File: config.mk
export PLATFORM = sky130hd
export DESIGN_NAME = lsu_mem_initiator_flat
export DESIGN_NICKNAME = d
export VERILOG_FILES = /design/src/rtl/lsu_pkg.sv /design/src/rtl/lsu_mem_initiator_if.sv /design/src/rtl/lsu_align.sv /design/src/rtl/lsu_mem_initiator.sv /design/src/flat_wrapper.sv
export SDC_FILE = /design/constraint.sdc
export NUM_CORES = 1
export LEC_CHECK = 0
export BUFFER_PORTS_ARGS = -buffer_cell sky130_fd_sc_hd__buf_2
export CAP_MARGIN = 0
export CORE_MARGIN = 8
export CORE_UTILIZATION = 50
export CTS_BUF_LIST = sky130_fd_sc_hd__clkbuf_16
export DETAILED_ROUTE_END_ITERATION = 12
export PLACE_DENSITY = 0.89
export SYNTH_ARGS = -nofsm -noshare
export SYNTH_HDL_FRONTEND = slang
export SYNTH_SLANG_ARGS = --single-unit
File: constraint.sdc
create_clock -name clk_i -period 2.3 [get_ports clk_i]
set_input_delay 0.46 -clock clk_i [delete_from_list [all_inputs] [get_ports clk_i]]
set_output_delay 0.46 -clock clk_i [all_outputs]
set_load 0.02 [all_outputs]
File: src/rtl/lsu_pkg.sv
// Shared types for the LSU memory initiator: access sizes, FSM states,
// the registered command record and the load-extension helper.
package lsu_pkg;

    // Width of the address field carried in the registered command.
    localparam int LsuAddrWidth = 32;

    typedef enum logic [1:0] {
        SizeByte = 2'd0,
        SizeHalf = 2'd1,
        SizeWord = 2'd2
    } size_e;

    typedef enum logic [1:0] {
        StIdle = 2'd0,
        StReq  = 2'd1,
        StResp = 2'd2
    } state_e;

    // Size is kept as raw bits so the illegal encoding 3 can be carried.
    typedef struct packed {
        logic                    we;
        logic [1:0]              size;
        logic                    is_signed;
        logic [LsuAddrWidth-1:0] addr;
        logic [31:0]             wdata;
    } lsu_cmd_t;

    // Extend a byte (low 8 bits of data) or a half (all 16 bits) to 32 bits.
    function automatic logic [31:0] extend_load(input logic [15:0] data,
                                                input logic        is_half,
                                                input logic        is_signed);
        logic [31:0] res;
        if (is_half) begin
            res = {{16{is_signed & data[15]}}, data};
        end else begin
            res = {{24{is_signed & data[7]}}, data[7:0]};
        end
        return res;
    endfunction

endpackage

File: src/rtl/lsu_mem_initiator_if.sv
// Single-word memory request/ready bus between the LSU and a responder.
interface lsu_mem_initiator_if #(
    parameter int ADDR_WIDTH = 32
);
    logic                  req;
    logic [ADDR_WIDTH-3:0] addr;
    logic                  wen;
    logic [31:0]           wdata;
    logic [3:0]            be;
    logic [31:0]           rdata;
    logic                  ready;

    modport master (output req, addr, wen, wdata, be, input rdata, ready);
    modport slave  (input req, addr, wen, wdata, be, output rdata, ready);
endinterface

File: src/rtl/lsu_align.sv
// Combinational lane logic: misalignment detection, store byte enables and
// lane replication, and load lane extraction with sign/zero extension.
module lsu_align
    import lsu_pkg::*;
(
    input  logic [1:0]  size,
    input  logic [1:0]  offset,
    input  logic        is_signed,
    input  logic [31:0] wdata,
    input  logic [31:0] rdata,
    output logic        misaligned,
    output logic [3:0]  be,
    output logic [31:0] wdata_rep,
    output logic [31:0] rdata_ext
);
    logic [7:0]  byte_sel_s;
    logic [15:0] half_sel_s;

    assign half_sel_s = offset[1] ? rdata[31:16] : rdata[15:0];

    // Pick the addressed byte lane out of the read word.
    always_comb begin
        byte_sel_s = 8'h00;
        case (offset)
            2'd0:    byte_sel_s = rdata[7:0];
            2'd1:    byte_sel_s = rdata[15:8];
            2'd2:    byte_sel_s = rdata[23:16];
            2'd3:    byte_sel_s = rdata[31:24];
            default: byte_sel_s = 8'h00;
        endcase
    end

    // Per-size encoding; size 3 is reported as misaligned with no lanes.
    always_comb begin
        misaligned = 1'b0;
        be         = 4'b0000;
        wdata_rep  = 32'h0000_0000;
        rdata_ext  = 32'h0000_0000;
        case (size)
            SizeByte: begin
                be        = 4'b0001 << offset;
                wdata_rep = {4{wdata[7:0]}};
                rdata_ext = extend_load({8'h00, byte_sel_s}, 1'b0, is_signed);
            end
            SizeHalf: begin
                misaligned = offset[0];
                be         = 4'b0011 << offset;
                wdata_rep  = {2{wdata[15:0]}};
                rdata_ext  = extend_load(half_sel_s, 1'b1, is_signed);
            end
            SizeWord: begin
                misaligned = (offset != 2'd0);
                be         = 4'b1111;
                wdata_rep  = wdata;
                rdata_ext  = rdata;
            end
            default: begin
                misaligned = 1'b1;
            end
        endcase
    end

endmodule

File: src/rtl/lsu_mem_initiator.sv
// LSU memory initiator: accepts one load/store at a time, drives a held
// request until ready (or timeout), then pulses a completion with extended
// load data. ADDR_WIDTH must not exceed LsuAddrWidth.
module lsu_mem_initiator
    import lsu_pkg::*;
#(
    parameter int ADDR_WIDTH = LsuAddrWidth,
    parameter int TIMEOUT    = 0
) (
    input  logic                  clk_i,
    input  logic                  rst_ni,
    input  logic                  valid_i,
    output logic                  ready_o,
    input  logic                  we_i,
    input  logic [1:0]            size_i,
    input  logic                  signed_i,
    input  logic [ADDR_WIDTH-1:0] addr_i,
    input  logic [31:0]           wdata_i,
    output logic                  rvalid_o,
    output logic [31:0]           rdata_o,
    output logic                  err_o,
    lsu_mem_initiator_if.master   mem
);
    state_e      state_r;
    lsu_cmd_t    cmd_r;
    logic [31:0] cnt_r;
    logic        ready_r;
    logic        rvalid_r;
    logic [31:0] rdata_r;
    logic        err_r;
    logic        mem_req_r;
    logic [31:0] mem_wdata_r;
    logic [3:0]  mem_be_r;

    logic [1:0]  al_size_s;
    logic [1:0]  al_off_s;
    logic        al_signed_s;
    logic [31:0] al_wdata_s;
    logic        al_misaligned_s;
    logic [3:0]  al_be_s;
    logic [31:0] al_wdata_rep_s;
    logic [31:0] al_rdata_ext_s;

    // The aligner sees the incoming command while idle (to encode the
    // request) and the registered command afterwards (to extract load data).
    always_comb begin
        al_size_s   = cmd_r.size;
        al_off_s    = cmd_r.addr[1:0];
        al_signed_s = cmd_r.is_signed;
        al_wdata_s  = cmd_r.wdata;
        case (state_r)
            StIdle: begin
                al_size_s   = size_i;
                al_off_s    = addr_i[1:0];
                al_signed_s = signed_i;
                al_wdata_s  = wdata_i;
            end
            default: begin
                al_size_s   = cmd_r.size;
                al_off_s    = cmd_r.addr[1:0];
                al_signed_s = cmd_r.is_signed;
                al_wdata_s  = cmd_r.wdata;
            end
        endcase
    end

    lsu_align u_align (
        .size       (al_size_s),
        .offset     (al_off_s),
        .is_signed  (al_signed_s),
        .wdata      (al_wdata_s),
        .rdata      (mem.rdata),
        .misaligned (al_misaligned_s),
        .be         (al_be_s),
        .wdata_rep  (al_wdata_rep_s),
        .rdata_ext  (al_rdata_ext_s)
    );

    // Command FSM with all outputs registered.
    always_ff @(posedge clk_i or negedge rst_ni) begin
        if (!rst_ni) begin
            state_r     <= StIdle;
            cmd_r       <= '0;
            cnt_r       <= 32'd0;
            ready_r     <= 1'b1;
            rvalid_r    <= 1'b0;
            rdata_r     <= 32'h0000_0000;
            err_r       <= 1'b0;
            mem_req_r   <= 1'b0;
            mem_wdata_r <= 32'h0000_0000;
            mem_be_r    <= 4'b0000;
        end else begin
            rvalid_r <= 1'b0;
            case (state_r)
                StIdle: begin
                    if (valid_i) begin
                        cmd_r   <= '{we: we_i, size: size_i, is_signed: signed_i,
                                     addr: LsuAddrWidth'(addr_i), wdata: wdata_i};
                        ready_r <= 1'b0;
                        if (al_misaligned_s) begin
                            state_r  <= StResp;
                            rvalid_r <= 1'b1;
                            err_r    <= 1'b1;
                            rdata_r  <= 32'h0000_0000;
                        end else begin
                            state_r     <= StReq;
                            mem_req_r   <= 1'b1;
                            mem_wdata_r <= al_wdata_rep_s;
                            mem_be_r    <= we_i ? al_be_s : 4'b0000;
                            cnt_r       <= 32'd0;
                        end
                    end
                end
                StReq: begin
                    // Ready wins over a timeout landing in the same cycle.
                    if (mem.ready) begin
                        state_r   <= StResp;
                        mem_req_r <= 1'b0;
                        rvalid_r  <= 1'b1;
                        err_r     <= 1'b0;
                        rdata_r   <= cmd_r.we ? 32'h0000_0000 : al_rdata_ext_s;
                    end else if ((TIMEOUT > 0) && ((cnt_r + 32'd1) == 32'(TIMEOUT))) begin
                        state_r   <= StResp;
                        mem_req_r <= 1'b0;
                        rvalid_r  <= 1'b1;
                        err_r     <= 1'b1;
                        rdata_r   <= 32'h0000_0000;
                    end else begin
                        cnt_r <= cnt_r + 32'd1;
                    end
                end
                StResp: begin
                    state_r <= StIdle;
                    ready_r <= 1'b1;
                end
                default: begin
                    state_r   <= StIdle;
                    ready_r   <= 1'b1;
                    mem_req_r <= 1'b0;
                end
            endcase
        end
    end

    assign ready_o   = ready_r;
    assign rvalid_o  = rvalid_r;
    assign rdata_o   = rdata_r;
    assign err_o     = err_r;
    assign mem.req   = mem_req_r;
    assign mem.addr  = cmd_r.addr[ADDR_WIDTH-1:2];
    assign mem.wen   = cmd_r.we;
    assign mem.wdata = mem_wdata_r;
    assign mem.be    = mem_be_r;

endmodule

File: src/flat_wrapper.sv
// flat-port wrapper written by rule: the top's interface ports become plain ports
module lsu_mem_initiator_flat import lsu_pkg::*;
#(
    parameter int ADDR_WIDTH = LsuAddrWidth,
    parameter int TIMEOUT    = 0
)
  (clk_i, rst_ni, valid_i, ready_o, we_i, size_i, signed_i, addr_i, wdata_i, rvalid_o, rdata_o, err_o, mem_req, mem_addr, mem_wen, mem_wdata, mem_be, mem_rdata, mem_ready);
  lsu_mem_initiator_if #(.ADDR_WIDTH(ADDR_WIDTH)) mem_i ();
  input  logic clk_i;
  input  logic rst_ni;
  input  logic valid_i;
  output logic ready_o;
  input  logic we_i;
  input  logic [1:0] size_i;
  input  logic signed_i;
  input  logic [ADDR_WIDTH-1:0] addr_i;
  input  logic [31:0] wdata_i;
  output logic rvalid_o;
  output logic [31:0] rdata_o;
  output logic err_o;
  output wire logic [$bits(mem_i.req)-1:0] mem_req;
  output wire logic [$bits(mem_i.addr)-1:0] mem_addr;
  output wire logic [$bits(mem_i.wen)-1:0] mem_wen;
  output wire logic [$bits(mem_i.wdata)-1:0] mem_wdata;
  output wire logic [$bits(mem_i.be)-1:0] mem_be;
  input wire logic [$bits(mem_i.rdata)-1:0] mem_rdata;
  input wire logic [$bits(mem_i.ready)-1:0] mem_ready;
  assign mem_req = mem_i.req;
  assign mem_addr = mem_i.addr;
  assign mem_wen = mem_i.wen;
  assign mem_wdata = mem_i.wdata;
  assign mem_be = mem_i.be;
  assign mem_i.rdata = mem_rdata;
  assign mem_i.ready = mem_ready;
  lsu_mem_initiator #(.ADDR_WIDTH(ADDR_WIDTH), .TIMEOUT(TIMEOUT)) u_core (.clk_i(clk_i), .rst_ni(rst_ni), .valid_i(valid_i), .ready_o(ready_o), .we_i(we_i), .size_i(size_i), .signed_i(signed_i), .addr_i(addr_i), .wdata_i(wdata_i), .rvalid_o(rvalid_o), .rdata_o(rdata_o), .err_o(err_o), .mem(mem_i));
endmodule
==> results of run 1 <==
==> flip-flops by register name, indices dropped and copies added (netlist names), 2 cells and up <==
register and cells:
u_core.mem.be 4, u_core.mem.wdata 32, u_core.mem.addr 30, u_core.state_r 2
u_core.cmd_r 5, u_core.rdata_o 32
==> cells in the final DEF (no fill, tap or decap), types with 2 or more instances in the layout <==
cell,Yosys,layout
buf_2,14,205
dfrtp_1,109,107
mux2_2,60,60
nand2_1,30,30
buf_4,35,27
a221o_1,20,20
o21ai_0,19,19
a22o_1,16,16
mux2_4,16,16
mux2i_1,14,13
o211ai_1,10,10
clkbuf_16,0,10
a21oi_1,9,9
nor2_1,8,8
a22oi_1,8,8
buf_12,0,8
inv_1,6,6
nand2b_1,5,5
nand3_1,5,5
a32oi_1,5,5
nor3_1,4,4
nor2b_1,3,3
mux2i_4,2,3
and2_1,4,3
a222oi_1,3,3
o2bb2ai_1,3,3
clkinv_2,0,3
nor4_1,2,2
or4b_2,2,2
nand3b_1,2,2
o31ai_1,2,2
a2111oi_1,0,2
inv_6,0,2
dfrtp_2,0,2
==> power breakdown <==
part | switching [µW] | internal, µW | leakage, µW
logic | 3270 | 2650 | 0.00201
clock network | 703 | 739 | 0.000136
registers | 594 | 2830 | 0.00138
==> metrics by stage <==
| step | area (µm²) | utilization (%) | TNS, ns | total power [µW] |
|---|---|---|---|---|
| after floorplan | 5594 | - | 0 | 7524 |
| after CTS | 6978 | 64.09 | 0 | 10700 |
| after global placement | 6700 | 61.54 | 0 | 8968 |
| after global routing | 7063 | 64.87 | -0.4299 | 11360 |
| after detailed placement | 6700 | 61.54 | 0 | 9217 |
| final | 7063 | 64.87 | 0 | 10790 |
==> metal layers <==
metal	track usage (%)	vias to the layer above	wire length [µm]
met5	0	-	0
met4	7.864	0	259
met3	6.849	24	1708
met2	36.52	264	8216
met1	25.47	2276	6240
li1	-	2045	-
==> worst paths after layout <==
path                                    from                   end  slack (ns)  cells past startpoint
max                        u_core.state_r[1]    u_core.rdata_o[25]        0.06                      5
min                                   rst_ni  u_core.mem.wdata[22]        0.06                      1
max reg2reg                u_core.state_r[1]    u_core.rdata_o[25]        0.06                      5
min reg2reg                   u_core.mem.req        u_core.mem.req        0.48                      2
max in group asynchronous             rst_ni    u_core.mem.addr[9]        1.51                      2
min in group clk_i                addr_i[19]   u_core.mem.addr[17]        0.34                      2
==> logic make-up (layout without fill, tap and decap cells) <==
family          count (synthesis)  in the layout
buf+inv                        72            263
mux                            92             92
simple gates                   71             71
flops                         110            110
compound gates                113            113
==> layout make-up <==
type / count / area, µm²
multi-input combinational: 276 / 2421
sequential: 110 / 2756
clock inverter: 7 / 48.80
clock buffer: 9 / 225.2
timing repair buffer: 241 / 1414
inverter: 6 / 22.52
fill: 809 / 3825
tap: 140 / 175.2
==> timing repair <==
action	in CTS	in global routing
endpoints found under the setup margin	17	52
cloned	0	1
setup buffers	0	4
pin swaps	0	1
hold endpoints to repair	0	0
resized for setup	1	7
==> results.yml, run 1 <==
outcome:
  status: "finished, final reports clean"
logic_synthesis:
  synth_top_area_cell: "dfrtp_1"
  syn-num-nets: 562
  synth_seq_area_share_pct: 49.23
  synth-simple-area-share_pct: 6.374
  synthXorXnorAreaFrac_pct: 0
  synthCells: 458
  ys_ff_latch: 110
  synth_warnings: 0
  synthMostInstantiatedCell: "dfrtp_1"
  async_flop_share_pct: 100.0
  synthAdderAreaFrac_pct: 0
  muxShareOfSynthArea_pct: 19.68
  ys_types: 55
  synth-edff-count: 0
  synth_compound_area_share_pct: 16.33
  synth_top_family_by_area: "multiplexers"
  netlist_area_mm2: 0.005594
  ys.flop_type: "dfrtp_1"
  synth_common_cells: "109 x dfrtp_1, 60 x mux2_2, 35 x buf_4, 30 x nand2_1, 20 x a221o_1"
  yosysTopAreaCellShare_pct: 48.76
  syn_area_per_cell_um2: 12.21
  synth_area_leaders: "dfrtp_1 49%, mux2_2 12%, buf_4 4.7%"
floorplanning:
  die_h_um: 121.8
  io-pin-count: 207
  start_util_pct: 51.38
  core_mm2: 0.01089
  rows: 38
  die_area_mm2: 0.01483
  die_w_um: 121.8
grt:
  grt_pass1_wl_um: 25640
  grt_pass1_vias: 4915
  grt_max_degree: 49
  antenna_found_initial: 0
  gr-total-overflow: 0
  grt_util_all_layers_pct: 21.67
clock_network:
  cts_inserted_buffers: 9
  ctsLongestPathBuffers: 2
  postCtsHoldBufs: 0
  clk_latency_ns: 0.34
  cts_tree: "yes"
  h-tree-depth: 3
  clkTransAtPathRegs_ns: 0.07
  cts_sinks: 110
  root_buffer: "clkbuf_16"
detailed_routing:
  drt-initial-drc-count: 407
  wl_per_cell_um: 20.81
  wl_um: 16420
  drc: 0
  final_antenna_net_count: 0
  vias_per_cell: 5.842
  drtPass1Iterations: 7
  vias: 4609
worst_hold_path:
  hp-class: "primary input to asynchronous set/reset pin"
place:
  place_ws_ns: 0.01456
  dpl.cell_count: 768
  place_congestion: 0.9220
  numPortBuffers: 206
  hpwlAfterDp_um: 12450
sta:
  setup_viol: 0
  fin_crit_ns: 2.237
  relSlewSlack_pct: 57.64
  fin_hold_ws_ns: 0.05743
  rsz0062_at_grt: "yes"
  hold_viol: 0
  timing.fmax_mhz: 447.0
  fin_crit_sh_pct: 97.26
  finClkSkew_ns: 0.005046
  timing.final.ws_setup_ns: 0.06297
  tightest_slew_ns: 0.6300
  report.final.slew_viol_count: 0
setup_path:
  crit_type: "register to register"
  path_max_fanout: 16
  cp.buffers_inverters: 0
  start_kind: "register"
  max_stage_delay_ns: 0.47
  critical-path-top-delay-family: "compound AO/OA/AOI/OAI gates"
  required_ns: 2.52
  endpoint_kind: "register"
  cp.arrival_ns: 2.46
  cp_slowest_cell: "dfrtp_2"
  path_cells: "or2_1 -> a31oi_1 -> o221a_2 -> a32o_4 -> a221o_1"
flow_run:
  max_cap_viol_count: 0
pwr:
  leakagePower_uw: 0.003527
  powerDensity_mw_per_mm2: 1527
  ir_drop_uv: 818.8
layout:
  areaGrowthSynthToFinish_pct: 26.26
  final_nets: 748
  drive_above_1_share_pct: 54.24
  diodes: 0
  final_cells: 789
No activity file was read; power rests on OpenSTA's default activity.
==> inputs of run 2 (changes only) <==
HOLD_SLACK_MARGIN = 0.12   (was default)
PLACE_DENSITY = 0.81   (was 0.89)
REMOVE_ABC_BUFFERS = 1   (was default)
==> run 2 against run 1 <==
Core utilization is 0.51 points higher. Clock-buffer cell count unchanged. Die area unchanged. Hold slack better by 0.28 ns. Critical endpoint is now u_core.mem.wdata[1]. Largest cell class unchanged.
==> results.yml, run 2 (synthesized netlist as in run 1, its figures left out) <==
grt:
  antenna_found_initial: 1
  grt_pass1_vias: 4894
  grt_max_degree: 54
  gr-total-overflow: 0
  grt_pass1_wl_um: 25510
  grt_util_all_layers_pct: 21.53
  met1_usage_pct: 25.98
  use_met2_pct: 36.25
  grtUsageMet3_pct: 6.201
  top_usage_layer: "met2"
clock_network:
  clkTransAtPathRegs_ns: 0.07
  cts_sinks: 110
  cts_post_setup_buffers_inserted: 0
  clk_latency_ns: 0.35
  ctsLongestPathBuffers: 2
  root_buffer: "clkbuf_16"
  h-tree-depth: 3
  cts_tree: "yes"
  cts_inserted_buffers: 9
place:
  place_congestion: 0.9473
  place_ws_ns: 0.04481
  placed_cell_area_mm2: 0.006743
  numPortBuffers: 206
  hpwlAfterDp_um: 12230
sta:
  relSlewSlack_pct: 64.22
  fin_crit_sh_pct: 96.79
  timing.final.ws_setup_ns: 0.07394
  setup_viol: 0
  finClkSkew_ns: 0.008190
  hold_viol: 0
  timing.fmax_mhz: 449.2
  tightest_slew_ns: 0.5292
  fin_hold_ws_ns: 0.3374
  report.final.slew_viol_count: 0
  fin_crit_ns: 2.226
pwr:
  leakagePower_uw: 0.003581
  p_comb_share_pct: 54.2
  p_seq_share_pct: 30.8
  powerDensity_mw_per_mm2: 1531
  p_clk_share_pct: 15.0
  p_int_uw: 6399
  p_sw_uw: 4495
  p_sw_share_pct: 41.26
  ir_drop_uv: 863.9
outcome:
  status: "finished, final reports clean"
layout:
  fill_cells: 834
  drive_above_1_share_pct: 54.35
  areaGrowthSynthToFinish_pct: 27.24
  final_cell_mix: "205 x buf_2, 108 x dfrtp_1, 60 x mux2_2"
  final_common_cell: "buf_2"
  finish.utilization_pct: 65.38
  diodes: 0
  fin_area_mm2: 0.007118
  final_nets: 754
setup_path:
  endpoint_kind: "register"
  crit_type: "register to register"
  start_kind: "register"
  required_ns: 2.53
  ff2ff_setup_slack_ns: 0.07
  path_max_fanout: 18
  r2r_end: "u_core.mem.wdata[1]"
  rr_startpoint: "u_core.state_r[0]"
  reg2reg_depth: 6
  cp.arrival_ns: 2.46
floorplanning:
  start_util_pct: 51.38
  rows: 38
  die_w_um: 121.8
  core_mm2: 0.01089
  die_area_mm2: 0.01483
  die_h_um: 121.8
  io-pin-count: 207
detailed_routing:
  vias: 4592
  wl_um: 16030
  final_antenna_net_count: 0
  wl_per_cell_um: 20.16
  vias_per_cell: 5.776
  drt-initial-drc-count: 451
  drc: 0
  drtPass1Iterations: 5
worst_hold_path:
  min-delay-start: "addr_i[14]"
  min_to: "u_core.mem.addr[12]"
  hp-class: "primary input to register"
  min_delay_path_depth: 2
flow_run:
  max_cap_viol_count: 0
==> run 2: cell count changes in the layout (fill, tap and decap cells not counted), sizes merged <==
cell	change
clkinv	-2
buf	+5
clkinvlp	-1
dlygate4sd3	+1
inv	+1
bufinv	+2
==> run 2: stage by stage <==
stage                     power, µW  cells   TNS [ns]
after floorplan                6882    392     -80.94
after global placement         9011    777          0
after detailed placement       9209    777          0
after CTS                     10860    794          0
after global routing          11520    795  -0.002627
final                         10890    795          0
==> run 2: metal layers <==
| metal | vias to the layer above | routed length [µm] |
|---|---|---|
| li1 | 2062 | - |
| met1 | 2282 | 6342 |
| met2 | 220 | 8026 |
| met3 | 26 | 1404 |
| met4 | 2 | 243 |
| met5 | - | 13 |
==> run 2: power by group through the flow <==
stage          Sequential [µW]  Combinational (µW)  Clock, µW
3_5_place_dp              3380                5830          0
4_1_cts                   3360                5850       1660
3_3_place_gp              3330                5680          0
2_1_floorplan             4390                2490          0
6_report                  3360                5910       1630
5_1_grt                   3480                6300       1740
==> run 2: timing repair <==
item | 4_1_cts | 5_1_grt
gates cloned | 0 | 1
resized for setup | 1 | 10
hold endpoints to repair | 22 | 0
setup endpoints to repair | 1 | 36
hold buffers | 1 | 0
pin swaps | 0 | 0
==> run 2: worst max path at each step <==
stage	start	end	slack, ns
2_1_floorplan	u_core.state_r[0]	u_core.mem.be[0]	-1.41
6_report	u_core.state_r[0]	u_core.mem.wdata[1]	0.07
3_5_place_dp	u_core.state_r[0]	u_core.rdata_o[2]	0.04
5_1_grt	u_core.state_r[0]	u_core.mem.wdata[1]	-0.003
4_1_cts	u_core.state_r[0]	u_core.rdata_o[2]	0.05
3_3_place_gp	u_core.state_r[0]	u_core.rdata_o[2]	0.09
==> run 2: final cells by class <==
class / count / area (µm²) / area share (%)
Clock buffer: 9 / 225.2 / 3.164
Clock inverter: 7 / 83.83 / 1.178
Inverter: 6 / 22.52 / 0.3164
Multi-Input combinational cell: 276 / 2416 / 33.94
Sequential cell: 110 / 2755 / 38.71
Tap cell: 140 / 175.2 / 2.461
Timing Repair Buffer: 247 / 1440 / 20.23
==> run 2: worst max-delay path: stages, from the launching register on <==
cell and delay (ns):
dfrtp_2 0.47, or3b_1 0.44, a221oi_2 0.29, nor2b_1 0.11, o21ai_4 0.22, clkbuf_16 0.26, mux2_4 0.32
